$ cat src/rtl/bcd_countdown_timer_pkg.sv
// Shared state encodings, BCD limit and per-digit clamp helper for the countdown timer.
// Optional AUTO_RELOAD_EN (see top) changes expiry into a reload; nothing here depends on it.
package bcd_countdown_timer_pkg;

  typedef enum logic [1:0] {
    IDLE    = 2'b00,
    RUN     = 2'b01,
    PAUSE   = 2'b10,
    EXPIRED = 2'b11
  } timer_state_e;

  localparam logic [3:0] BCD_MAX = 4'd9;

  // Any non-decimal nibble is saturated to 9 so the counter never holds an illegal digit.
  function automatic logic [3:0] clamp_digit(input logic [3:0] d);
    logic [3:0] r;
    if (d > BCD_MAX) begin
      r = BCD_MAX;
    end else begin
      r = d;
    end
    return r;
  endfunction

endpackage

$ cat src/rtl/bcd_countdown_timer_tick_prescaler.sv
// Free-running divide-by-TICK_DIV counter; holds while run=0, clear has priority.
// Configuration: none (shared by both AUTO_RELOAD_EN builds).
module tick_prescaler #(
  parameter int TICK_DIV = 50000000,
  parameter int PRESC_W  = 26
) (
  input  logic clk,
  input  logic rst,
  input  logic run,
  input  logic clear,
  output logic tick_raw
);

  localparam logic [PRESC_W-1:0] LAST  = PRESC_W'(TICK_DIV - 1);
  localparam logic [PRESC_W-1:0] ZERO  = {PRESC_W{1'b0}};
  localparam logic [PRESC_W-1:0] ONE   = PRESC_W'(1);

  logic [PRESC_W-1:0] count_r;
  logic               at_last_s;

  assign at_last_s = (count_r == LAST);
  assign tick_raw  = run && at_last_s && !clear;

  // Prescaler count register: wraps at TICK_DIV-1, frozen when not running.
  always_ff @(posedge clk or negedge rst) begin
    if (!rst) begin
      count_r <= ZERO;
    end else if (clear) begin
      count_r <= ZERO;
    end else if (run) begin
      if (at_last_s) begin
        count_r <= ZERO;
      end else begin
        count_r <= count_r + ONE;
      end
    end else begin
      count_r <= count_r;
    end
  end

endmodule

$ cat src/rtl/bcd_countdown_timer.sv
// N-digit BCD countdown timer with load, pause/resume and timeout flag.
// Define AUTO_RELOAD_EN to reload the last loaded value on expiry instead of stopping.
module bcd_countdown_timer
  import bcd_countdown_timer_pkg::*;
#(
  parameter int TICK_DIV   = 50000000,
  parameter int NUM_DIGITS = 2,
  parameter int PRESC_W    = 26
) (
  input  logic                    clk,
  input  logic                    rst,
  input  logic                    enable,
  input  logic                    reconfig,
  input  logic [4*NUM_DIGITS-1:0] load_bcd,
  output logic [4*NUM_DIGITS-1:0] digits,
  output logic                    tick,
  output logic                    TimeOut
);

  localparam int              DW   = 4 * NUM_DIGITS;
  localparam logic [DW-1:0]   ZERO = {DW{1'b0}};

  timer_state_e  state_r, state_nxt_s;
  logic [DW-1:0] digits_r, digits_nxt_s;
  logic [DW-1:0] dec_s, load_clamp_s;
  logic          borrow_s;
  logic          tick_r, tick_nxt_s;
  logic          timeout_r, timeout_nxt_s;
  logic          run_s, tick_raw_s;

  // Counting continues straight out of PAUSE so a resume picks up the held phase.
  assign run_s = enable && !reconfig && ((state_r == RUN) || (state_r == PAUSE));

  tick_prescaler #(
    .TICK_DIV (TICK_DIV),
    .PRESC_W  (PRESC_W)
  ) u_prescaler (
    .clk      (clk),
    .rst      (rst),
    .run      (run_s),
    .clear    (reconfig),
    .tick_raw (tick_raw_s)
  );

  // Clamp each incoming nibble to a legal decimal digit.
  always_comb begin
    load_clamp_s = ZERO;
    for (int i = 0; i < NUM_DIGITS; i++) begin
      load_clamp_s[4*i +: 4] = clamp_digit(load_bcd[4*i +: 4]);
    end
  end

  // BCD decrement: a digit borrows only while every lower digit is zero.
  always_comb begin
    dec_s    = digits_r;
    borrow_s = 1'b1;
    for (int i = 0; i < NUM_DIGITS; i++) begin
      if (borrow_s) begin
        if (digits_r[4*i +: 4] == 4'd0) begin
          dec_s[4*i +: 4] = BCD_MAX;
          borrow_s        = 1'b1;
        end else begin
          dec_s[4*i +: 4] = digits_r[4*i +: 4] - 4'd1;
          borrow_s        = 1'b0;
        end
      end else begin
        dec_s[4*i +: 4] = digits_r[4*i +: 4];
      end
    end
  end

`ifdef AUTO_RELOAD_EN
  logic [DW-1:0] reload_r;

  // Capture of the last (clamped) load value for auto-reload.
  always_ff @(posedge clk or negedge rst) begin
    if (!rst) begin
      reload_r <= ZERO;
    end else if (reconfig) begin
      reload_r <= load_clamp_s;
    end else begin
      reload_r <= reload_r;
    end
  end
`endif

  // Next-state and next-output logic; reconfig outranks expiry, which outranks enable.
  always_comb begin
    state_nxt_s   = state_r;
    digits_nxt_s  = digits_r;
    tick_nxt_s    = 1'b0;
    timeout_nxt_s = timeout_r;
    if (reconfig) begin
      state_nxt_s   = IDLE;
      digits_nxt_s  = load_clamp_s;
      timeout_nxt_s = 1'b0;
    end else begin
      case (state_r)
        IDLE: begin
          if (enable) begin
            if (digits_r == ZERO) begin
              state_nxt_s   = EXPIRED;
              timeout_nxt_s = 1'b1;
            end else begin
              state_nxt_s = RUN;
            end
          end else begin
            state_nxt_s = IDLE;
          end
        end
        RUN, PAUSE: begin
          timeout_nxt_s = 1'b0;
          if (tick_raw_s) begin
            tick_nxt_s   = 1'b1;
            digits_nxt_s = dec_s;
            if (dec_s == ZERO) begin
              timeout_nxt_s = 1'b1;
`ifdef AUTO_RELOAD_EN
              if (reload_r != ZERO) begin
                digits_nxt_s = reload_r;
                state_nxt_s  = RUN;
              end else begin
                state_nxt_s = EXPIRED;
              end
`else
              state_nxt_s = EXPIRED;
`endif
            end else begin
              state_nxt_s = RUN;
            end
          end else if (enable) begin
            state_nxt_s = RUN;
          end else begin
            state_nxt_s = PAUSE;
          end
        end
        EXPIRED: begin
          digits_nxt_s  = ZERO;
          timeout_nxt_s = 1'b1;
        end
        default: begin
          state_nxt_s = IDLE;
        end
      endcase
    end
  end

  // State and registered outputs.
  always_ff @(posedge clk or negedge rst) begin
    if (!rst) begin
      state_r   <= IDLE;
      digits_r  <= ZERO;
      tick_r    <= 1'b0;
      timeout_r <= 1'b0;
    end else begin
      state_r   <= state_nxt_s;
      digits_r  <= digits_nxt_s;
      tick_r    <= tick_nxt_s;
      timeout_r <= timeout_nxt_s;
    end
  end

  assign digits  = digits_r;
  assign tick    = tick_r;
  assign TimeOut = timeout_r;

endmodule

$ cat config.mk
export PLATFORM = sky130hd
export DESIGN_NAME = bcd_countdown_timer
export DESIGN_NICKNAME = d
export VERILOG_FILES = /design/src/rtl/bcd_countdown_timer_pkg.sv /design/src/rtl/bcd_countdown_timer_tick_prescaler.sv /design/src/rtl/bcd_countdown_timer.sv
export SDC_FILE = /design/constraint.sdc
export NUM_CORES = 1
export LEC_CHECK = 0
export BUFFER_PORTS_ARGS = -buffer_cell sky130_fd_sc_hd__buf_4
export CAP_MARGIN = 15
export CORE_ASPECT_RATIO = 1.4
export CORE_MARGIN = 4
export CORE_UTILIZATION = 35
export CTS_BUF_LIST = sky130_fd_sc_hd__clkbuf_16
export DETAILED_ROUTE_END_ITERATION = 8
export GPL_ROUTABILITY_DRIVEN = 0
export PLACE_DENSITY = 0.5
export RECOVER_POWER = 25
export SYNTH_ARGS = -nofsm -noshare
export SYNTH_HDL_FRONTEND = slang
export SYNTH_SLANG_ARGS = --single-unit
$ cat constraint.sdc
create_clock -name clk -period 3.9 [get_ports clk]
set_clock_uncertainty 0.1 [all_clocks]
set_input_delay 0.195 -clock clk [delete_from_list [all_inputs] [get_ports clk]]
set_output_delay 0.195 -clock clk [all_outputs]
set_load 0.005 [all_outputs]
==> impl_metrics.toml, run 1 <==
[outcome]
status = "finished, violations left"
failed_checks = "max-capacitance violations, max-slew violations"

[yosys]
ys_types = 54
ys_warn_count = 0
synth.net_count = 281
syn_inst = 266
synth_edf_count = 0
synth-seq-cells = 38
synthFlopType = "dfrtp_1"
syn-cell-area_mm2 = 0.00235
postSynthAreaPerCell_um2 = 8.82
ys_seq_area_share_pct = 40.5
async_reset_ff_share_pct = 100

[timing]
fmaxAchievable_ghz = 0.373
finalHoldViolations = 0
period_share_pct = 68.8
setup_viol = 0
whs_ns = 0.0579
slew_headroom_pct = -42.2
tns_ns = 0
rsz0062_at_grt = "false"
post-route-min-period_ns = 2.68
worst_pin_slew_ns = 2.13
drv_slew = 39
fin_ws_ns = 1.22

[route]
drtAntennaViolNets = 0
drtIter0Drc = 179
vias = 2105
drc = 0
firstDrtPassIters = 4
via_per_inst = 5.91
post_drt_wl_per_cell_um = 17.1
routed_wl_um = 6070

[clocking]
cts_root_buf = "clkbuf_16"
cts_resized = 0
clk_latency_ns = 0.28
clk_path_buf_depth = 2
numCtsBuffers = 5
tritoncts = "done"
clkTransAtPathRegs_ns = 0.06
htreeDepth = 2
cts.sinks = 38

[global_route]
grt_busiest_layer = "met2"
grt_max_degree = 39
grt_pass1_wl_um = 10400
grtUsageMet3_pct = 2.84
use_met2_pct = 28.9
grtUsageMet1_pct = 17.8
antenna_found_initial = 0
grt_pass1_vias = 2136
track_usage_pct = 15.8
grt-ovfl-total = 0

[die]
dieArea_mm2 = 0.00810
die_x_um = 77.2
rows = 35
core_mm2 = 0.00657
num_io_pins = 22
start_util_pct = 35.7
die_h_um = 105

[pwr]
fin_total_pwr_mw = 1.23
power.density_mw_per_mm2 = 458
peakVddDrop_mv = 0.232
power.leakage_nw = 1.14

[setup_path]
critical_path.endpoint_type = "flip-flop"
path_class = "flip-flop to flip-flop"
path_cells = "inv_1 > ha_1 > nand2_1 > or2_1 > a21oi_2 > buf_4 > a41oi_1 > a31oi_1"
start_kind = "flip-flop"
arrival_ns = 2.78
worstPathMaxFanout = 28
crit_required_ns = 4.00
critPathSlowestCell = "a21oi_2"
cpPeakStageDelay_ns = 0.59

[run]
max_cap_viol_count = 1

[cells_and_area]
fin_cells = 356
drive_gt1_share_pct = 14.5
nets = 296
syn_to_final_growth_pct = 14.0
fillers = 678
multi_input_area_mm2 = 0.00130
diodes = 0
regArea_um2 = 951

[placed_design]
portBuffers = 21
dp_hpwl_um = 4360
dp_slack_ns = 1.22
place_inst = 347

[worst_hold_path]
hold_path.class = "input pin to flip-flop"
## state kept, by name (all words and copies together) (netlist names)
name and count:
digits 8, u_prescaler.count_r 26, TimeOut 1, state_r 2, tick 1
## worst max-delay path: cells and delay by family (launching register included)
kind            cells  cell delay [ns]
compound gates      3             0.90
simple gates        2             0.40
flops               1             0.36
buf+inv             2             0.45
fa+ha+maj           1             0.38
## where the power goes
| group | switching [mW] | internal [mW] | leakage [nW] | total [mW] |
|---|---|---|---|---|
| Combinational | 0.187 | 0.151 | 0.561 | 0.338 |
| Sequential | 0.0611 | 0.442 | 0.511 | 0.503 |
| Clock | 0.154 | 0.231 | 0.0724 | 0.385 |
| Total | 0.402 | 0.824 | 1.14 | 1.23 |
## cell usage after synthesis, types with 3 or more instances
cell / n / area, um^2
a21oi_1: 18 / 90.1
nor2_1: 17 / 63.8
a21o_1: 7 / 52.6
clkbuf_1: 6 / 22.5
nor4_1: 5 / 31.3
and3_1: 4 / 25.0
and4_1: 6 / 52.6
o21ai_0: 14 / 70.1
dfrtp_1: 38 / 951
o221ai_1: 5 / 43.8
a22o_1: 3 / 26.3
nor3_1: 5 / 25.0
nand2_1: 32 / 120
nand3_1: 13 / 65.1
nand4_1: 10 / 62.6
inv_1: 7 / 26.3
buf_2: 7 / 35.0
ha_1: 3 / 37.5
a31oi_1: 21 / 131
## placed cells by master, fill, tap and decap left out, drive strengths merged, types with 2 or more instances in the layout
cell,Yosys,routed
a21o,7,7
a21oi,18,18
a22o,3,3
a22oi,2,2
a311oi,2,2
a31oi,21,21
a41oi,2,2
and3,4,4
and4,6,6
and4b,2,2
buf,9,21
clkbuf,6,6
clkinv,0,2
dfrtp,38,38
ha,3,3
inv,7,8
mux2,2,2
nand2,33,33
nand2b,2,2
nand3,14,14
nand3b,2,2
nand4,10,10
nor2,17,17
nor2b,3,3
nor3,6,6
nor3b,2,2
nor4,8,8
o21ai,14,14
o221ai,5,5
or2,3,3
## metal layers
layer | up-vias | share of wire [%]
li1 | 1038 | -
met5 | - | 0
met1 | 1003 | 41
met2 | 49 | 52
met3 | 15 | 3.7
met4 | 0 | 2.6
## final timing paths
check	startpoint	to	slack [ns]	cells after the start
setup / recovery	state_r[1]$_DFFE_PN0P_	u_prescaler.count_r[17]$_DFFE_PN0P_	1.22	8
hold / removal	enable	state_r[1]$_DFFE_PN0P_	0.06	2
setup reg to reg	state_r[1]$_DFFE_PN0P_	u_prescaler.count_r[17]$_DFFE_PN0P_	1.22	8
hold reg to reg	u_prescaler.count_r[22]$_DFFE_PN0P_	u_prescaler.count_r[22]$_DFFE_PN0P_	0.40	1
max in group asynchronous	rst	u_prescaler.count_r[0]$_DFFE_PN0P_	1.50	2
min in group asynchronous	rst	u_prescaler.count_r[7]$_DFFE_PN0P_	0.97	2
## per-stage QoR
stage	util [%]	cell area, um^2
final	40.7	2680
after global routing	40.7	2680
after CTS	40.8	2680
after detailed placement	38.5	2530
after global placement	38.5	2530
after floorplan	-	2350
## cell families after synthesis
logic type	after synthesis	share of synthesized area [%]
buffers and inverters	22	4.37
XOR/XNOR	1	0.373
multiplexers	3	1.55
adder cells (fa/ha/maj)	3	1.60
flip-flops	38	40.5
AND/OR/NAND/NOR	117	28.8
AO/OA/AOI/OAI	82	22.8
## layout make-up
type / count / area share (%)
multi-input combinational: 206 / 48.5
sequential: 38 / 35.5
timing repair buffer: 23 / 6.41
clock buffer: 5 / 4.68
tap: 74 / 3.46
inverter: 7 / 0.982
clock inverter: 3 / 0.468
## timing repair
item                      CTS  global route
hold buffers                1             0
hold endpoints to repair   38             0
setup buffers               0             0
(Power assumes the default switching activity.)
==> run 2, diff against run 1 <==
--- a/config.mk
+++ b/config.mk
@@ -5,6 +5,7 @@
 export SDC_FILE = /design/constraint.sdc
 export NUM_CORES = 1
 export LEC_CHECK = 0
+export ABC_AREA = 1
 export BUFFER_PORTS_ARGS = -buffer_cell sky130_fd_sc_hd__buf_4
 export CAP_MARGIN = 15
 export CORE_ASPECT_RATIO = 1.4
==> constraint.sdc (replaced) <==
create_clock -name clk -period 2.6 [get_ports clk]
set_clock_uncertainty 0.1 [all_clocks]
set_input_delay 0.13 -clock clk [delete_from_list [all_inputs] [get_ports clk]]
set_output_delay 0.13 -clock clk [all_outputs]
set_load 0.005 [all_outputs]
==> impl_metrics.toml, run 2 <==
[route]
drtAntennaViolNets = 0
drtIter0Drc = 115
via_per_inst = 4.91
post_drt_wl_per_cell_um = 13.2
routed_wl_um = 6060
firstDrtPassIters = 4
drc = 0
vias = 2249

[setup_path]
cpPeakStageDelay_ns = 0.36
path_class = "flip-flop to flip-flop"
start_kind = "flip-flop"
path_delay_family = "buffers and inverters"
r2r_cells = 9
arrival_ns = 1.98
rrSetupSlack_ns = 0.67
critical_path.endpoint_type = "flip-flop"
worst-path-buf-inv = 4
timing.rr.start = "state_r[0]$_DFFE_PN0P_"
critPathSlowestCell = "dfrtp_1"
crit_required_ns = 2.66
worstPathMaxFanout = 18
path_cells = "inv_1 > ha_1 > nand2_1 > inv_2 > nor2_2 > buf_4 > inv_2 > a21oi_1 > a21oi_1"
timing.rr.end = "u_prescaler.count_r[3]$_DFFE_PN0P_"

[cells_and_area]
most-common-layout-cells = "95 x nand2_1, 40 x inv_1, 38 x dfrtp_1, 37 x nor2_1"
syn_to_final_growth_pct = 16.2
drive_gt1_share_pct = 13.9
multi_input_area_mm2 = 0.00125
largest_reg_flops = 26
finalInstanceArea_mm2 = 0.00280
max_flop_register = "u_prescaler.count_r"
fillers = 729
diodes = 0
regArea_um2 = 951
final_common_cell = "nand2_1"
nets = 380

[timing]
finalHoldViolations = 0
tns_ns = 0
post-route-min-period_ns = 1.93
worst_pin_slew_ns = 1.00
rsz0062_at_grt = "false"
period_share_pct = 74.1
slew_headroom_pct = 33.2
fmaxAchievable_ghz = 0.519
drv_slew = 0
setup_viol = 0

[global_route]
grt-ovfl-total = 0
track_usage_pct = 16.1
grt_pass1_vias = 2364
grt_max_degree = 39
grt_pass1_wl_um = 10600
antenna_found_initial = 0

[clocking]
clk_path_buf_depth = 2
htreeDepth = 2
tritoncts = "done"
post-cts-setup-buffers = 0
numCtsBuffers = 5
cts_root_buf = "clkbuf_16"
cts.sinks = 38
clk_latency_ns = 0.28
clkTransAtPathRegs_ns = 0.06

[pwr]
p_seq_share_pct = 41.9
power.density_mw_per_mm2 = 593
sw_frac_of_total_pct = 31.2
p_switching_uw = 518
p_int_mw = 1.14
power_frac_clock_pct = 35.3
p_comb_share_pct = 22.8
power.leakage_nw = 1.29
fin_total_pwr_mw = 1.66
peakVddDrop_mv = 0.262

[yosys]
synth_top_area_share_pct = 39.5
ys_seq_area_share_pct = 39.5
synth_edf_count = 0
synthFlopType = "dfrtp_1"
postSynthAreaPerCell_um2 = 7.08
ys_warn_count = 0
syn_inst = 340
synth.net_count = 355
synthTopCellsByArea = "dfrtp_1 40%, nand2_1 15%, inv_1 6.2%, nor2_1 5.8%, nand3_1 4.6%"
async_reset_ff_share_pct = 100
synth_most_common_cell = "nand2_1"
syn-cell-area_mm2 = 0.00241
ys_types = 33
synth_largest_area_cell = "dfrtp_1"
synth_top_cells_by_count = "95 x nand2_1, 40 x inv_1, 38 x dfrtp_1"
synth-seq-cells = 38

[placed_design]
place_area_mm2 = 0.00265
dp_hpwl_um = 4490
portBuffers = 21

[die]
die_h_um = 106
core_mm2 = 0.00666
dieArea_mm2 = 0.00828
num_io_pins = 22
die_x_um = 78.1
rows = 35
start_util_pct = 36.1

[worst_hold_path]
hp-start = "enable"
hold_path.class = "input pin to flip-flop"
hold_depth = 4
min_to = "state_r[1]$_DFFE_PN0P_"

[run]
max_cap_viol_count = 0

[outcome]
status = "complete, no violations"
run 2: changes by cell type in the layout (fill, tap and decap cells not counted), sizes merged, moves of 5 or more:
cell    previous run  this run
a31oi             21         1
a21oi             18        13
o22ai              0         7
o221ai             5         0
nand2             33       101
nor2              17        45
nor4               8         0
a21o               7         0
inv                8        44
o21ai             14        27
and4               6         0
nand3             14        23
xor2               1         6
run 2: power groups by stage:
stage	clock [mW]	combinational [mW]	sequential [mW]
after floorplan	0	0.236	0.698
after global placement	0	0.380	0.705
after detailed placement	0	0.382	0.703
after CTS	0.600	0.384	0.694
after global routing	0.626	0.433	0.703
final	0.585	0.378	0.694
run 2: worst min-delay path, stage by stage:
cell	delay [ns]
buf_4	0.09
nand3_1	0.07
nand2_1	0.06
nand2_1	0.04
run 2: cell type report:
type / count / share of cell area (%)
Multi-Input combinational cell: 252 / 44.7
Clock buffer: 5 / 4.47
Clock inverter: 3 / 0.403
Sequential cell: 38 / 34.0
Tap cell: 92 / 4.12
Inverter: 44 / 5.91
Timing Repair Buffer: 24 / 6.44
run 2: cells by family (layout without fill, tap and decap cells):
group,Yosys count,after routing,synth area share (%)
adders and majority gates,3,3,1.56
AOI/OAI and AO/OA,56,56,13.4
and+or+nand+nor,187,187,34.8
buffers and inverters,50,76,8.58
DFF,38,38,39.5
xor gates and xnor gates,6,6,2.18
run 2: through the flow:
stage / util, % / hold slack, ns / worst slack, ns / std cells
2_1_floorplan: - / -0.266 / 0.868 / 340
3_3_place_gp: 39.8 / 0.0505 / 0.714 / 449
3_5_place_dp: 39.8 / 0.0460 / 0.658 / 449
4_1_cts: 42.0 / 0.0343 / 0.652 / 458
5_1_grt: 42.0 / 0.0545 / 0.493 / 458
6_report: 42.0 / 0.0408 / 0.674 / 458
run 2: worst max-delay path by stage:
stage / start / end / slack [ns] / cells past startpoint
floorplan: state_r[0]$_DFFE_PN0P_ / u_prescaler.count_r[24]$_DFFE_PN0P_ / 0.87 / 9
global placement: state_r[0]$_DFFE_PN0P_ / u_prescaler.count_r[3]$_DFFE_PN0P_ / 0.71 / 9
detailed placement: state_r[0]$_DFFE_PN0P_ / u_prescaler.count_r[3]$_DFFE_PN0P_ / 0.66 / 9
CTS: state_r[0]$_DFFE_PN0P_ / u_prescaler.count_r[3]$_DFFE_PN0P_ / 0.65 / 9
global route: u_prescaler.count_r[1]$_DFFE_PN0P_ / u_prescaler.count_r[4]$_DFFE_PN0P_ / 0.49 / 12
finish: state_r[0]$_DFFE_PN0P_ / u_prescaler.count_r[3]$_DFFE_PN0P_ / 0.67 / 9
run 2: layer usage:
layer / vias to the layer above / global-route usage, % / share of wire, %
met3: 15 / 3.05 / 3.3
met5: - / 0 / 0
met2: 44 / 30.5 / 52
li1: 1153 / - / -
met1: 1037 / 17.2 / 42
met4: 0 / 6.63 / 2.5
run 2: timing repair:
| action | 4_1_cts | 5_1_grt |
|---|---|---|
| endpoints found under the hold margin | 38 | 0 |
| resized for setup | 0 | 0 |
| endpoints found under the setup margin | 0 | 0 |
| hold buffers | 1 | 0 |
==> run 3, diff against run 2 <==
==> constraint.sdc (replaced) <==
create_clock -name clk -period 2 [get_ports clk]
set_clock_uncertainty 0.1 [all_clocks]
set_input_delay 0.1 -clock clk [delete_from_list [all_inputs] [get_ports clk]]
set_output_delay 0.1 -clock clk [all_outputs]
set_load 0.005 [all_outputs]
==> impl_metrics.toml, run 3 (same netlist as run 2, synthesis figures left out) <==
[cells_and_area]
max_flop_register = "u_prescaler.count_r"
finalInstanceArea_mm2 = 0.00283
most-common-layout-cells = "95 x nand2_1, 41 x inv_1, 38 x dfrtp_1, 36 x nor2_1"
diodes = 0
syn_to_final_growth_pct = 17.4
nets = 381
fin_util_pct = 42.4
final_common_cell = "nand2_1"
drive_gt1_share_pct = 14.7
largest_reg_flops = 26

[clocking]
htreeDepth = 2
post-cts-setup-buffers = 0
clk_latency_ns = 0.28
clkTransAtPathRegs_ns = 0.06
clk_path_buf_depth = 2
numCtsBuffers = 5
cts_root_buf = "clkbuf_16"
tritoncts = "done"
cts.sinks = 38

[setup_path]
cpPeakStageDelay_ns = 0.38
critPathSlowestCell = "dfrtp_1"
path_cells = "inv_1 > ha_1 > nand2_1 > inv_2 > nor2_2 > inv_2 > a21oi_1 > a21oi_1"
worst-path-buf-inv = 3
crit_cells = 8
critical_path.endpoint_type = "flip-flop"
start_kind = "flip-flop"
arrival_ns = 1.87
timing.rr.end = "u_prescaler.count_r[3]$_DFFE_PN0P_"
critPathLaunch = "state_r[0]$_DFFE_PN0P_"
cp-endpoint = "u_prescaler.count_r[3]$_DFFE_PN0P_"
rrSetupSlack_ns = 0.19
worstPathMaxFanout = 11
path_class = "flip-flop to flip-flop"
crit_required_ns = 2.06
timing.rr.start = "state_r[0]$_DFFE_PN0P_"
r2r_cells = 8
path_delay_family = "flip-flops"

[route]
vias = 2216
via_per_inst = 4.83
post_drt_wl_per_cell_um = 13.4
drc = 0
routed_wl_um = 6150
drtAntennaViolNets = 0
firstDrtPassIters = 4
drtIter0Drc = 107

[global_route]
track_usage_pct = 16.1
grt-ovfl-total = 0
grt_max_degree = 39
grt_pass1_wl_um = 10500
grt_pass1_vias = 2228
antenna_found_initial = 0

[die]
rows = 35
die_x_um = 78.1
core_mm2 = 0.00666
num_io_pins = 22
die_h_um = 106
start_util_pct = 36.1
dieArea_mm2 = 0.00828

[outcome]
status = "complete, no violations"

[pwr]
peakVddDrop_mv = 0.373
power.density_mw_per_mm2 = 766
power.leakage_nw = 1.30
fin_total_pwr_mw = 2.16

[timing]
setup_viol = 0
tns_ns = 0
drv_slew = 0
period_share_pct = 90.7
rsz0062_at_grt = "false"
finalHoldViolations = 0
post-route-min-period_ns = 1.81
worst_pin_slew_ns = 1.01
fmaxAchievable_ghz = 0.551
slew_headroom_pct = 32.4

[run]
max_cap_viol_count = 0

[placed_design]
portBuffers = 21
place_area_mm2 = 0.00267
dp_hpwl_um = 4540

[worst_hold_path]
hold_path.class = "input pin to flip-flop"
==> run 3: final cells by class <==
cell class                      count  area [um^2]
Inverter                           44          165
Fill cell                         714         3830
Timing Repair Buffer               25          200
Sequential cell                    38          951
Clock buffer                        5          125
Clock inverter                      3         12.5
Tap cell                           92          115
Multi-Input combinational cell    252         1260
==> run 3: layer usage <==
metal,part of all wire (%),track usage [%]
met5,0,0
met3,2.6,2.97
met4,1.7,5.50
met2,53,29.5
met1,42,18.3
==> run 3: how the worst min path moves through the flow <==
stage | startpoint | endpoint | slack (ns) | cells past startpoint
4_1_cts | enable | state_r[1]$_DFFE_PN0P_ | 0.006 | 4
6_report | enable | state_r[1]$_DFFE_PN0P_ | 0.005 | 4
2_1_floorplan | rst | TimeOut$_DFFE_PN0P_ | -0.30 | 0
3_5_place_dp | rst | u_prescaler.count_r[8]$_DFFE_PN0P_ | 0.02 | 1
5_1_grt | enable | state_r[1]$_DFFE_PN0P_ | 0.03 | 4
3_3_place_gp | rst | u_prescaler.count_r[10]$_DFFE_PN0P_ | 0.01 | 1
==> run 3: power by group <==
group          leakage, nW  internal [mW]  switching (mW)  total [mW]
logic                0.717          0.204           0.294       0.498
registers            0.515          0.835          0.0712       0.906
clock network       0.0724          0.451           0.310       0.761
==> run 3: worst min-delay path: cells and delay by family <==
family	cells	cell delay, ns
simple gates	3	0.17
buf+inv	1	0.08
==> run 3: per-stage QoR <==
stage	setup WS [ns]	cells	hold WS, ns
after floorplan	0.268	340	-0.296
after global placement	0.184	450	0.0106
after detailed placement	0.147	450	0.0223
after CTS	0.143	459	0.00629
after global routing	0.00183	459	0.0261
final	0.185	459	0.00515
==> run 3: what timing repair did <==
| item | 4_1_cts | 5_1_grt |
|---|---|---|
| endpoints found under the setup margin | 0 | 4 |
| endpoints found under the hold margin | 38 | 0 |
| gates resized for setup | 0 | 2 |
| hold buffers | 1 | 0 |
